`src/rtl/range_seq_framer.sv`:
```
// Frames a header-prefixed byte stream into go/sample/finish timing for the range finder.
// Optional build macro FRAMER_TIMEOUT_EN adds a stall timeout in RUN that forces a truncated finish.
module range_seq_framer #(
  parameter int unsigned WIDTH   = 8,
  parameter int unsigned TIMEOUT = 16
) (
  input  logic             clk,
  input  logic             rst_n,
  input  logic [WIDTH-1:0] in_data,
  input  logic             in_valid,
  output logic             in_ready,
  output logic [WIDTH-1:0] data_out,
  output logic             go,
  output logic             finish,
  output logic             busy,
  output logic             zero_len,
  output logic             trunc
);

  typedef enum logic [1:0] {
    S_HDR,
    S_FIRST,
    S_RUN,
    S_HOLD1
  } state_e;

  state_e           state_q, state_d;
  logic [WIDTH-1:0] remaining_q, remaining_d;
  logic [WIDTH-1:0] data_q, data_d;
  logic             go_q, go_d;
  logic             finish_q, finish_d;
  logic             zero_len_q, zero_len_d;
  logic             xfer;

`ifdef FRAMER_TIMEOUT_EN
  localparam int unsigned IdleW = $clog2(TIMEOUT + 1);

  logic [IdleW-1:0] idle_q, idle_d;
  logic [IdleW-1:0] idle_inc;
  logic             trunc_q, trunc_d;

  assign idle_inc = idle_q + IdleW'(1);
`endif

  // HOLD1 is the only state that refuses data; that refusal is what separates go from finish.
  assign in_ready = rst_n & (state_q != S_HOLD1);
  assign xfer     = in_valid & in_ready;
  assign busy     = (state_q != S_HDR);

  // NOTE: every variable gets a default before the case so no path leaves one unassigned (no latches).
  always_comb begin
    state_d     = state_q;
    remaining_d = remaining_q;
    data_d      = data_q;
    go_d        = 1'b0;
    finish_d    = 1'b0;
    zero_len_d  = 1'b0;
`ifdef FRAMER_TIMEOUT_EN
    idle_d      = '0;
    trunc_d     = 1'b0;
`endif

    unique case (state_q)
      S_HDR: begin
        if (xfer) begin
          if (in_data == '0) begin
            zero_len_d = 1'b1;
          end else begin
            remaining_d = in_data;
            state_d     = S_FIRST;
          end
        end
      end

      S_FIRST: begin
        if (xfer) begin
          data_d      = in_data;
          go_d        = 1'b1;
          remaining_d = remaining_q - WIDTH'(1);
          state_d     = (remaining_q == WIDTH'(1)) ? S_HOLD1 : S_RUN;
        end
      end

      S_RUN: begin
        if (xfer) begin
          data_d      = in_data;
          remaining_d = remaining_q - WIDTH'(1);
          if (remaining_q == WIDTH'(1)) begin
            finish_d = 1'b1;
            state_d  = S_HDR;
          end
`ifdef FRAMER_TIMEOUT_EN
        end else if (idle_inc == IdleW'(TIMEOUT)) begin
          // Abandon the sequence; the last sample stays on data_out alongside finish.
          finish_d    = 1'b1;
          trunc_d     = 1'b1;
          remaining_d = '0;
          state_d     = S_HDR;
        end else begin
          idle_d = idle_inc;
`endif
        end
      end

      S_HOLD1: begin
        finish_d = 1'b1;
        state_d  = S_HDR;
      end

      default: state_d = S_HDR;
    endcase
  end

  // NOTE: sequential state uses non-blocking assignments so all registers update from pre-edge values.
  // NOTE: every register here is reset; there is no storage array that could be left unreset.
  always_ff @(posedge clk or negedge rst_n) begin
    if (!rst_n) begin
      state_q     <= S_HDR;
      remaining_q <= '0;
      data_q      <= '0;
      go_q        <= 1'b0;
      finish_q    <= 1'b0;
      zero_len_q  <= 1'b0;
`ifdef FRAMER_TIMEOUT_EN
      idle_q      <= '0;
      trunc_q     <= 1'b0;
`endif
    end else begin
      state_q     <= state_d;
      remaining_q <= remaining_d;
      data_q      <= data_d;
      go_q        <= go_d;
      finish_q    <= finish_d;
      zero_len_q  <= zero_len_d;
`ifdef FRAMER_TIMEOUT_EN
      idle_q      <= idle_d;
      trunc_q     <= trunc_d;
`endif
    end
  end

  assign data_out = data_q;
  assign go       = go_q;
  assign finish   = finish_q;
  assign zero_len = zero_len_q;
`ifdef FRAMER_TIMEOUT_EN
  assign trunc    = trunc_q;
`else
  assign trunc    = 1'b0;
`endif

endmodule

```
`config.mk`:
```
export PLATFORM = sky130hd
export DESIGN_NAME = range_seq_framer
export DESIGN_NICKNAME = d
export VERILOG_FILES = /design/src/rtl/range_seq_framer.sv
export SDC_FILE = /design/constraint.sdc
export NUM_CORES = 1
export LEC_CHECK = 0
export BUFFER_PORTS_ARGS = -buffer_cell sky130_fd_sc_hd__buf_2
export CELL_PAD_IN_SITES_DETAIL_PLACEMENT = 1
export CELL_PAD_IN_SITES_GLOBAL_PLACEMENT = 1
export CORE_ASPECT_RATIO = 0.5
export CORE_UTILIZATION = 37
export DETAILED_ROUTE_END_ITERATION = 10
export GPL_TIMING_DRIVEN = 0
export PLACE_DENSITY_LB_ADDON = 0.1
export SLEW_MARGIN = 20
export SYNTH_ARGS = -nofsm -noshare
export SYNTH_HDL_FRONTEND = slang
export SYNTH_SLANG_ARGS = --single-unit
```
`constraint.sdc`:
```
create_clock -name clk -period 1.8 [get_ports clk]
set_input_delay 0.27 -clock clk [delete_from_list [all_inputs] [get_ports clk]]
set_output_delay 0.27 -clock clk [all_outputs]
set_load 0.05 [all_outputs]
```
After elaboration in Yosys (flattened, before gate mapping)
Cells that the tools add are included.
{"block": "classes", "n_addsub": 1, "reduce_logical": 8, "eq_ne": 11, "bitwise_logic": 2, "n_mux": 19}
{"cell": "$mux 8", "count": 3}
{"cell": "$pmux 8 s2", "count": 1}
{"cell": "$ne 2x2->1 const B", "count": 6}
{"cell": "$mux 2", "count": 5}
{"cell": "$eq 8x1->1 const B", "count": 1}
{"cell": "$logic_not 8->1", "count": 1}
{"cell": "$mux 1", "count": 8}
{"cell": "$pmux 2 s4", "count": 1}
{"cell": "$sub 8x1->8 const B", "count": 1}
{"cell": "$reduce_and 5->1", "count": 1}
{"cell": "$eq 2x2->1 const B", "count": 2}
{"cell": "$reduce_and 4->1", "count": 1}
{"cell": "$reduce_bool 2->1", "count": 2}
{"cell": "$and 1x1->1", "count": 2}
{"cell": "$eq 2x1->1 const B", "count": 1}
{"cell": "$logic_not 2->1", "count": 1}
{"cell": "$ne 2x1->1 const B", "count": 1}
{"cell": "$pmux 1 s2", "count": 1}
{"cell": "$reduce_and 2->1", "count": 1}
{"cell": "$reduce_or 2->1", "count": 1}
{"block": "word_totals", "regBits": 21, "output_inout_bits": 14, "input_bits": 11, "wordCells": 47}

Depth between registers and ports, before layout
{"block": "logic_depth", "ltp_word": 5, "depth_mapped": 7, "ltp_nobuf": 6}

Least setup slack after synthesis
OpenSTA, ideal clock, no wires.
{"block": "synth_timing", "path_kind": "reg2reg", "from": "register state_q[0]", "to": "register state_q[1]", "path_slack_ps": -29, "path_stages_with_launch": 7, "path_buffers": 1, "setup_time_ps": 125, "t_required_ps": 1675, "arrival_time_ps": 1704, "path_cell_list": "dfrtp_1 ha_1 and3b_1 clkbuf_1 nand3_1 a211oi_2 mux2_2"}
{"block": "synth_via", "elab_chain_cells": 5, "elab_cells_between_ends": 14, "classes_between": "eq/ne (9); mux (1); bitwise (2); reduce/logical (2)"}
{"item": "from (decl)", "line_no": "27", "rtl": "state_e state_q, state_d;"}
{"item": "from (signal assigned)", "line_no": "129", "rtl": "state_q <= state_d;"}
{"item": "$ne 2x2->1", "line_no": "46", "rtl": "assign in_ready = rst_n & (state_q != S_HOLD1);"}
{"item": "$and 1x1->1", "line_no": "46"}
{"item": "$and 1x1->1", "line_no": "47", "rtl": "assign xfer = in_valid & in_ready;"}
{"item": "$ne 2x2->1 (no line)"}
{"item": "$reduce_and 5->1 (no line)"}
Several ways; a longest one is shown, not always the timed one.
A chain may end at the register's enable or synchronous reset.

Worst setup path in the final report
Same ends and word-level chain as after synthesis.

==> run metrics <==
initial antenna violation count 0; CP Launch Type flip-flop; Final Hold Viols 0; top cells by area, synth dfrtp_1 44%, mux2_2 8.6%, ha_1 6.3%; post-synthesis cell area 1180 um2; layout cell share with drive strength beyond 1 0.503; endpoints failing setup 0; critical path endpoint category flip-flop; total power 3.34 mW; Root Driver clkbuf_8; Setup WS post-layout 7.39 ps; critical path's slowest cell dfrtp_2; Syn Nets 132; Synth Warn # 0; CTS tree built; die height 42.0 um; most common cell after layout, fill and taps aside buf_2; top cell type's share of synthesized area 0.444; CTS Buf Count 3; num ports 25; first-pass iteration count of the detailed router 4; largest net degree at the start of global routing 22; first-pass GRT wire length between 5 and 6 mm; Distinct cells, synth 42; Max Fanout on Critical Path 5; fin nets 173; P_leak approximately 0.73 nW; Clock Skew 2.41 ps; clk_lat worst skew between 200 and 300 ps; gpl congestion roughly 0.87; drt initial violations ~60; outcome finished, final reports clean; register area share after synthesis 0.444; synthesized instance count about 120; final period utilization 0.996; vias in the first global route roughly 1100; overall via count from detail_route 1074; Port Buffers 23; Clk pin slew, worst setup/hold paths 90 ps; dpl hpwl 2.15 mm; area delta synth->final 36.2%; final slew viol count 0; RSZ-0062 raised after global routing yes; die area approximately 3400 um2; DRC Markers 0; Post-synth top flop dfrtp_1; WL final 3.31 mm; Post-synth ARST share 1.00; Post-DRT Antenna Nets 0; Diodes inserted 0; Setup CP Type flip-flop to flip-flop; Clock Path Buffers 2; max-cap violations 0; Mapped Avg Cell Area between 10 and 15 um2; number of synthesized register bits 21; WL per Instance 17.0 um; fmax 0.558 GHz; CP cell instances ha_4 -> and3b_2 -> nand3_2 -> a211oi_4 -> mux2_4; CTS Sinks 21; Via density 5.51; Max VDD drop 1.10 mV; pre-CTS setup slack -327 ps; cell taking the most area after synthesis dfrtp_1; Crit path arrival time 1950 ps; most frequent cells in the layout 24 x buf_2, 19 x dfrtp_1, 15 x buf_4; min-delay worst type primary input to async pin; H-tree depth 1; GRT Total Usage 0.218; initial core utilization 0.391; Final min period 1790 ps; Fillers 352; DIE WIDTH 82.0 um; Required @ worst endpoint 1960 ps; Post-synth EDFFs 0; power per cell area 2070 nW/um2; num rows 14; CP peak stage delay between 400 and 500 ps; grt ovf 0; Core ar. a little over 3000 um2
==> Yosys cell counts, drive strengths merged (2+ instances only) <==
cell type / count
buf: 3
nand2: 7
a21oi: 6
nor2: 11
nor2b: 2
nor3: 3
clkbuf: 2
a41oi: 2
ha: 6
dfrtp: 21
nand3: 2
a211oi: 2
o21ai: 5
a31oi: 5
o22a: 2
inv: 6
and3b: 2
mux2: 9
==> routing by layer <==
layer | vias up | wire length, um | GRT usage
met5 | - | 0 | 0
met1 | 554 | 1670 | 0.321
met4 | 0 | 19 | 0.0421
li1 | 500 | - | -
met2 | 18 | 1520 | 0.326
met3 | 2 | 105 | 0.0522
==> final timing paths <==
kind	start	end	slack [ps]	cells past startpoint
setup / recovery	state_q[0]	state_q[1]	7	5
hold / removal	rst_n	remaining_q[1]	140	2
setup reg to reg	state_q[0]	state_q[1]	7	5
hold reg to reg	data_out[5]	data_out[5]	510	1
max in group asynchronous	rst_n	state_q[1]	1300	2
min in group clk	in_data[2]	data_out[2]	270	2
==> repair_timing <==
item                                    in CTS  in global routing
hold buffers                                 1                  0
gates resized for setup                     17                 13
buffers inserted                            10                  4
hold endpoints to repair                    21                  0
pin swaps                                    3                  6
endpoints found under the setup margin      18                  9
==> critical path, delay by kind of cell, from the launching register on <==
family | cells | cell delay [ps]
multiplexers | 1 | 320
adder cells (fa/ha/maj) | 1 | 190
flip-flops | 1 | 460
AO/OA/AOI/OAI | 1 | 310
AND/OR/NAND/NOR | 2 | 400
==> sequential cells by signal, summed over array words and instances (netlist names) <==
| signal | cells |
|---|---|
| data_out | 8 |
| finish | 1 |
| zero_len | 1 |
| go | 1 |
| remaining_q | 8 |
| state_q | 2 |
==> area by class of cell <==
| type | instances | area (um2) | share of cell area |
|---|---|---|---|
| Buffer | 3 | 20.0 | 0.0124 |
| Timing Repair Buffer | 38 | 238 | 0.147 |
| Clock inverter | 1 | 5.00 | 0.00310 |
| Inverter | 6 | 28.8 | 0.0178 |
| Tap cell | 40 | 50.0 | 0.0310 |
| Multi-Input combinational cell | 83 | 703 | 0.436 |
| Sequential cell | 21 | 528 | 0.327 |
| Clock buffer | 3 | 41.3 | 0.0256 |
==> report_power, final <==
part	leakage (nW)	total, mW	switching [mW]	internal (mW)
clock network	0.0255	0.334	0.179	0.155
logic	0.458	2.11	1.26	0.852
registers	0.249	0.895	0.205	0.690
total	0.732	3.34	1.65	1.70
==> kinds of logic (layout without fill, tap and decap cells) <==
kind of cell | count (synthesis) | in the layout | share of synthesized area
buffers and inverters | 11 | 51 | 0.0401
DFF | 21 | 21 | 0.444
other | 1 | 1 | 0.00316
muxes | 10 | 10 | 0.0940
and+or+nand+nor | 37 | 37 | 0.185
AOI/OAI and AO/OA | 29 | 29 | 0.171
adders and majority gates | 6 | 6 | 0.0634
==> through the flow <==
stage	hold WS (ps)	cells	TNS (ps)	instance area, um2	utilization
after floorplan	-25.6	115	0	1190	-
after global placement	277	178	-3400	1350	0.447
after detailed placement	282	178	-3700	1350	0.447
after CTS	266	192	0	1550	0.510
after global routing	193	195	-48.5	1610	0.533
final	138	195	0	1610	0.533
No activity file was read; power rests on OpenSTA's default activity.
